**src/rtl/imm_encoder.sv**
```systemverilog
// RV64 immediate encoder: packs register fields and a 64-bit immediate
// into one instruction word, expanding load-immediate into LUI/ADDI(W).
module imm_encoder (
   input  logic        clk,
   input  logic        rst,
   input  logic        in_valid,
   output logic        in_ready,
   input  logic [2:0]  in_fmt,
   input  logic [6:0]  in_opcode,
   input  logic [2:0]  in_funct3,
   input  logic [4:0]  in_rd,
   input  logic [4:0]  in_rs1,
   input  logic [4:0]  in_rs2,
   input  logic [63:0] in_imm,
   output logic        out_valid,
   input  logic        out_ready,
   output logic [31:0] out_inst,
   output logic        out_err,
   output logic        out_last
);

   localparam logic [31:0] NOP      = 32'h0000_0013;
   localparam logic [6:0]  OP_IMM   = 7'b0010011;
   localparam logic [6:0]  OP_LUI   = 7'b0110111;
   localparam logic [6:0]  OP_IMMW  = 7'b0011011;

   typedef enum logic {
      RUN,
      SECOND
   } state_t;

   state_t      state;
   logic [31:0] pend_inst;

   logic        accept;
   logic        xfer;

   logic        fmt_i, fmt_s, fmt_b;
   logic        fmt_u, fmt_j, fmt_li;

   logic        eq11, eq12, eq20, eq31;
   logic        fit_i, fit_b, fit_u, fit_j;

   logic [11:0] lo12;
   logic [19:0] hi20;

   logic [31:0] enc_inst;
   logic        enc_err;
   logic        enc_last;
   logic        enc_two;
   logic [31:0] enc_pend;

   assign in_ready = (!out_valid || out_ready)
                   && (state == RUN) && !rst;
   assign accept   = in_valid && in_ready;
   assign xfer     = out_valid && out_ready;

   assign fmt_i  = (in_fmt == 3'd0);
   assign fmt_s  = (in_fmt == 3'd1);
   assign fmt_b  = (in_fmt == 3'd2);
   assign fmt_u  = (in_fmt == 3'd3);
   assign fmt_j  = (in_fmt == 3'd4);
   assign fmt_li = (in_fmt == 3'd5);

   // An N-bit signed value fits when every bit above N-1 copies the sign.
   assign eq11 = (&in_imm[63:11]) | ~(|in_imm[63:11]);
   assign eq12 = (&in_imm[63:12]) | ~(|in_imm[63:12]);
   assign eq20 = (&in_imm[63:20]) | ~(|in_imm[63:20]);
   assign eq31 = (&in_imm[63:31]) | ~(|in_imm[63:31]);

   assign fit_i = eq11;
   assign fit_b = eq12 && !in_imm[0];
   assign fit_j = eq20 && !in_imm[0];
   assign fit_u = eq31 && (in_imm[11:0] == 12'd0);

   // Rounding the upper part absorbs the sign of lo12 in the ADDI(W).
   assign lo12 = in_imm[11:0];
   assign hi20 = in_imm[31:12] + {19'd0, in_imm[11]};

   always_comb begin
      enc_inst = NOP;
      enc_err  = 1'b1;
      enc_last = 1'b1;
      enc_two  = 1'b0;
      enc_pend = NOP;
      unique case (1'b1)
         fmt_i: begin
            if (fit_i) begin
               enc_inst = {in_imm[11:0], in_rs1, in_funct3,
                           in_rd, in_opcode};
               enc_err  = 1'b0;
            end
         end
         fmt_s: begin
            if (fit_i) begin
               enc_inst = {in_imm[11:5], in_rs2, in_rs1,
                           in_funct3, in_imm[4:0], in_opcode};
               enc_err  = 1'b0;
            end
         end
         fmt_b: begin
            if (fit_b) begin
               enc_inst = {in_imm[12], in_imm[10:5], in_rs2,
                           in_rs1, in_funct3, in_imm[4:1],
                           in_imm[11], in_opcode};
               enc_err  = 1'b0;
            end
         end
         fmt_u: begin
            if (fit_u) begin
               enc_inst = {in_imm[31:12], in_rd, in_opcode};
               enc_err  = 1'b0;
            end
         end
         fmt_j: begin
            if (fit_j) begin
               enc_inst = {in_imm[20], in_imm[10:1], in_imm[11],
                           in_imm[19:12], in_rd, in_opcode};
               enc_err  = 1'b0;
            end
         end
         fmt_li: begin
            if (eq31) begin
               enc_err = 1'b0;
               if (hi20 == 20'd0) begin
                  enc_inst = {lo12, 5'd0, 3'b000, in_rd, OP_IMM};
               end else if (lo12 == 12'd0) begin
                  enc_inst = {hi20, in_rd, OP_LUI};
               end else begin
                  enc_inst = {hi20, in_rd, OP_LUI};
                  enc_last = 1'b0;
                  enc_two  = 1'b1;
                  enc_pend = {lo12, in_rd, 3'b000, in_rd, OP_IMMW};
               end
            end
         end
         default: begin
         end
      endcase
   end

   always_ff @(posedge clk) begin
      if (rst) begin
         state     <= RUN;
         out_valid <= 1'b0;
         out_inst  <= 32'd0;
         out_err   <= 1'b0;
         out_last  <= 1'b0;
         pend_inst <= 32'd0;
      end else begin
         unique case (state)
            RUN: begin
               if (accept) begin
                  out_valid <= 1'b1;
                  out_inst  <= enc_inst;
                  out_err   <= enc_err;
                  out_last  <= enc_last;
                  if (enc_two) begin
                     pend_inst <= enc_pend;
                     state     <= SECOND;
                  end
               end else if (xfer) begin
                  out_valid <= 1'b0;
               end
            end
            SECOND: begin
               if (xfer) begin
                  out_inst <= pend_inst;
                  out_err  <= 1'b0;
                  out_last <= 1'b1;
                  state    <= RUN;
               end
            end
            default: begin
               state <= RUN;
            end
         endcase
      end
   end

endmodule

```
**config.mk**
```make
export PLATFORM = sky130hd
export DESIGN_NAME = imm_encoder
export DESIGN_NICKNAME = d
export VERILOG_FILES = /design/src/rtl/imm_encoder.sv
export SDC_FILE = /design/constraint.sdc
export NUM_CORES = 1
export LEC_CHECK = 0
export ABC_CLOCK_PERIOD_IN_PS = 3850
export CAP_MARGIN = 20
export CORE_ASPECT_RATIO = 2
export CORE_MARGIN = 1.5
export CORE_UTILIZATION = 25
export CTS_BUF_LIST = sky130_fd_sc_hd__clkbuf_4
export DETAILED_ROUTE_END_ITERATION = 10
export SETUP_SLACK_MARGIN = 0.5
export SLEW_MARGIN = 20
export SYNTH_ARGS = -nofsm -noshare
export SYNTH_HDL_FRONTEND = slang
export SYNTH_SLANG_ARGS = --single-unit
export TNS_END_PERCENT = 50
```
**constraint.sdc**
```tcl
create_clock -name clk -period 3.85 [get_ports clk]
set_clock_uncertainty 0.05 [all_clocks]
set_input_delay 0.5775 -clock clk [delete_from_list [all_inputs] [get_ports clk]]
set_output_delay 0.5775 -clock clk [all_outputs]
set_load 0.05 [all_outputs]
```
---- Word level (Yosys, flattened, before mapping) ----
Index checks and enable logic that the tools add are counted.
storage, ports and cells
  flip-flop bits (word level) ............. 68
  input bits .............................. 96
  output and inout port bits .............. 36
  word-level logic and storage cells ...... 90
cells by class
  $add $sub $neg .......................... 1
  eq/ne operators ......................... 7
  mux-type cells .......................... 40
  bitwise operators ....................... 9
  reductions and logical operators ........ 27
operators with widths
  kind                                                  count
  2-to-1 mux 32 bit                                     13
  one-hot mux 32 bit (6 select lines)                   1
  one-hot mux 32 bit (2 select lines)                   1
  AND reduction 53 bit                                  1
  OR reduction 53 bit                                   1
  AND reduction 52 bit                                  1
  OR reduction 52 bit                                   1
  AND reduction 44 bit                                  1
  OR reduction 44 bit                                   1
  AND reduction 33 bit                                  1
  OR reduction 33 bit                                   1
  2-to-1 mux 1 bit                                      21
  adder 20 x 1 -> 20 bit                                1
  zero test 20 bit                                      1
  zero test 12 bit                                      1
  logical AND 1 bit                                     7
  equality test 3 x 2 -> 1 bit (second input constant)  2
  equality test 3 bit (second input constant)           2
  one-hot mux 1 bit (2 select lines)                    3
  NOT 1 bit                                             5
  one-hot mux 1 bit (5 select lines)                    1
  OR 1 bit                                              4
  AND reduction 2 bit                                   2
  equality test 3 x 1 -> 1 bit (second input constant)  1
  8 further kinds                                       10

---- Longest topological paths before layout ----
  word-level depth ........................ 8
  mapped depth ............................ 12
  gate-level depth less buffers ........... 10

---- Worst setup path before layout ----
No wires, ideal clock.
  kind .................................... input to register
  start ................................... in rst
  end ..................................... reg out_inst[24]
  setup time .............................. 120 ps
  data arrival time ....................... 3504 ps
  data required time ...................... 3680 ps
  setup slack ............................. 176 ps
  stages on the path ...................... 9
  buffers on the path ..................... 4
  cell sequence ........................... clkbuf_1 > a211oi_1 > and2_1 > clkbuf_1 > a31o_2 > clkbuf_1 > buf_1 > nand3_1 > o31a_1
between the ends
  cells in the longest elaborated chain, start to end .. 5
RTL lines
  what                                  RTL line  RTL
  start, declared                       5         input logic rst,
  zero test 1 bit                       54        && (state == RUN) && !rst;
  logical AND 1 bit                     54
  net in_ready                          7         output logic in_ready,
  logical AND 1 bit                     55        assign accept = in_valid && in_ready;
  != test 2 bit (no source line)        -
  AND reduction 2 bit (no source line)  -
  end signal, assigned                  155       out_inst <= enc_inst;
  end signal, assigned                  168       out_inst <= pend_inst;
  end, declared                         17        output logic [31:0] out_inst,
The timed path passes the listed nets, and every way through them passes these cells.
A chain may end at the register's enable or synchronous reset.

---- Worst setup path after layout ----
  start ................................... in in_imm[13]
  end ..................................... reg pend_inst[28]
between the ends
  cells in the longest elaborated chain, start to end .. 6
  elaborated cells between the ends (all ways) .. 9
  classes of those cells .................. add/sub (1); mux (6); reduce/logical (2)
RTL lines
  what                                  RTL line  RTL
  start, declared                       14        input logic [63:0] in_imm,
  adder 20 x 1 -> 20 bit *              78        assign hi20 = in_imm[31:12] + {19'd0, in_imm[11]};
  zero test 20 bit *                    125       if (hi20 == 20'd0) begin
  2-to-1 mux 1 bit                      125
  2-to-1 mux 1 bit                      123       if (eq31) begin
  2-to-1 mux 1 bit                      86        unique case (1'b1)
  AND reduction 3 bit (no source line)  -
  end signal, assigned                  159       pend_inst <= enc_pend;
  end, declared                         33        logic [31:0] pend_inst;
Mark *: on every way between the ends. The rest lies on a longest branch, timed or not.

==> results.cfg <==
[critical_path]
cp_top_family = simple AND/OR/NAND/NOR gates
cp-end-kind = flip-flop
path_buf_inv = 3
critical-path-max-stage-delay_ns = 0.62
worstPathMaxFanout = 6
r2r_setup_slack_ns = 1.19
path_class = input pin to flip-flop
worst_path_most_repeated_cell = nand4_1
crit_chain = clkdlybuf4s50_1 > nand4_1 > or4_4 > or3_4 > nand4_1 > nor4_4 > buf_6 > nor3_4 > clkbuf_16 > mux2i_1 > nor2_1
cp_slowest_cell = or4_4
cp_data_arrival_time_ns = 3.58
cp.required_ns = 4.08
cp-start-kind = input pin

[clock_network]
clock_sinks = 55
cts_tree = done
clockBufferDepth = 2
cts_buffers = 5
cts_htree_levels = 2
clock_latency_ns = 0.40
root_buffer = clkbuf_4
clkSlewWorstSetupHoldPaths_ns = 0.18

[placed_design]
dp_slack_ns = -0.162
place_area_sq_mm = 0.00593
port_buffers = 131
routabilityCongestion = 0.905
place_inst = 906
hpwl_microns = 14000

[yosys]
synthArstFlopShare = 0
synth_cell_types = 63
synth-seq-cells = 55
synth_cells = 562
syn_avg_cell_area_sq_um = 7.30
synth_edf_count = 0
ys.flop_type = dfxtp_1
syn_nets = 661
synthesis.area_sq_mm = 0.00410
ys_warn_count = 0
ys_seq_area_frac = 0.268

[sta]
worst_slew_pin_slew_ns = 1.10
finalSetupTns_ns = 0
finalHoldViolCount = 0
rsz0062_at_grt = no
setup_ws_ns = 0.498
worst_hold_slack_ns = 0.420
setup_viol = 0
period_needed_ns = 3.35
finalCritPeriodShare = 0.871
drv_slew = 0
maxSlewHeadroom = 0.267
fmax_ghz = 0.298

[grt]
grt_max_degree = 52
grt_pass1_wl_microns = 25700
antenna_found_initial = 1
grt.total_usage = 0.195
grt_pass1_vias = 4856
grt.overflow.total = 0

[min_path]
hold_path.class = flip-flop to flip-flop

[die]
die_w_microns = 93.6
dieHeight_microns = 184
ios = 132
row_count = 66
start_util = 0.253
dieArea_sq_mm = 0.0172
coreArea_sq_mm = 0.0162

[power_and_ir_drop]
clock_power_share = 0.215
switchingPower_mw = 0.455
power_leakage_nw = 2.13
pwr-share-seq = 0.460
p_sw_frac = 0.349
max-vdd-ir-drop_uv = 102
finalPower_mw = 1.30
cellPowerDensity_mw_per_mm2 = 210
p_comb_frac = 0.326
intPower_mw = 0.848

[cells_and_area]
syn2layout_area_growth_pct = 51.0
final_common_cell = clkdlybuf4s50_1
finalNonFillerCells = 924
final_nets = 817
final_cell_area_sq_mm = 0.00620
final_cell_mix = clkdlybuf4s50_1 (126), nand2_1 (62), nor2_1 (62)
drive_gt1_frac = 0.145
utilization = 0.383

[status]
outcome = finished, final reports clean

[drt]
drtAntennaViolNets = 0
drtIter0Drc = 282
drt-wirelength-per-cell_microns = 18.9
firstDrtPassIters = 4
drc = 0
routed_via_density = 5.43
routed_wl_microns = 17400
vias = 5016

[job]
maxCapViolCount = 0
## logic make-up after synthesis
group           Yosys count  share of synthesized area
compound gates          163                      0.274
xor+xnor                 17                     0.0363
fa+ha+maj                 3                    0.00915
buf+inv                  60                     0.0650
flops                    55                      0.268
mux                      18                     0.0442
simple gates            246                      0.303
## timing repair
item,in CTS,in global routing
endpoints found under the setup margin,40,27
cloned,0,2
hold endpoints to repair,0,0
hold buffers,0,0
setup buffers,0,7
pin swaps,2,9
resized for setup,2,22
## sequential cells by signal, summed over array words and instances (netlist names)
name       cells
out_err        1
out_inst      32
out_last       1
out_valid      1
pend_inst     19
state          1
## per-layer routing
layer	track usage	wire, microns
met3	0.0165	756
met4	0.143	1200
met5	0	0
met1	0.196	5990
met2	0.365	9470
## cells in the mapped netlist, drive strengths merged, types with 2 or more instances
master | count | area share
a22o | 5 | 0.011
inv | 12 | 0.011
a211oi | 14 | 0.026
a32o | 3 | 0.0073
ha | 3 | 0.0092
a31oi | 12 | 0.018
nor2b | 2 | 0.0030
or3 | 7 | 0.011
and4 | 2 | 0.0043
a221oi | 9 | 0.019
a311oi | 3 | 0.0064
o21ai | 25 | 0.030
o2111ai | 2 | 0.0043
a21o | 7 | 0.013
a22oi | 2 | 0.0037
o211ai | 3 | 0.0055
and3 | 6 | 0.0092
clkbuf | 32 | 0.030
xnor2 | 14 | 0.030
nor3 | 16 | 0.022
and2 | 2 | 0.0030
nand4 | 27 | 0.045
xor2 | 3 | 0.0064
or4 | 3 | 0.0055
nor3b | 2 | 0.0037
nand2 | 63 | 0.058
a21oi | 49 | 0.060
or2 | 2 | 0.0030
a221o | 5 | 0.012
o22ai | 3 | 0.0046
nor4 | 26 | 0.041
nand3 | 20 | 0.024
nor2 | 63 | 0.059
a2111oi | 5 | 0.021
nand4b | 3 | 0.0064
o31a | 2 | 0.0043
a21boi | 3 | 0.0055
buf | 16 | 0.024
o32ai | 2 | 0.0043
a32oi | 2 | 0.0043
dfxtp | 55 | 0.27
mux2i | 17 | 0.041
## area by class of cell
type	instances	area, sq um
inverters	12	45.0
multi-input cells	447	2830
fillers	1722	9990
flip-flops and latches	55	1100
repair buffers	197	1910
clock inverters	3	22.5
diodes	1	2.50
clock buffers	5	37.5
well taps	204	255
## path summary, 6_finish.rpt
| path | from | end | cells after the start |
|---|---|---|---|
| setup reg to reg | out_valid$_SDFFE_PP0P_ | out_inst[26]$_SDFFE_PP0P_ | 7 |
| hold / removal | out_inst[5]$_SDFFE_PP0P_ | out_inst[5]$_SDFFE_PP0P_ | 2 |
| hold reg to reg | out_inst[5]$_SDFFE_PP0P_ | out_inst[5]$_SDFFE_PP0P_ | 2 |
| setup / recovery | in_imm[13] | pend_inst[28]$_SDFFE_PP0P_ | 11 |
## power groups by stage
| stage | clock [mW] | combinational, mW | sequential (mW) |
|---|---|---|---|
| after floorplan | 0 | 0.138 | 0.666 |
| after global placement | 0 | 0.416 | 0.611 |
| after detailed placement | 0 | 0.416 | 0.611 |
| after CTS | 0.286 | 0.417 | 0.599 |
| after global routing | 0.309 | 0.450 | 0.601 |
| final | 0.280 | 0.425 | 0.599 |
## tightest hold or removal path, cell delays in order, from the launching register on
cell and delay, ns:
dfxtp_1 0.35, nand2_1 0.05, a21oi_1 0.05
Note: power is estimated with default switching activity, not from simulation.
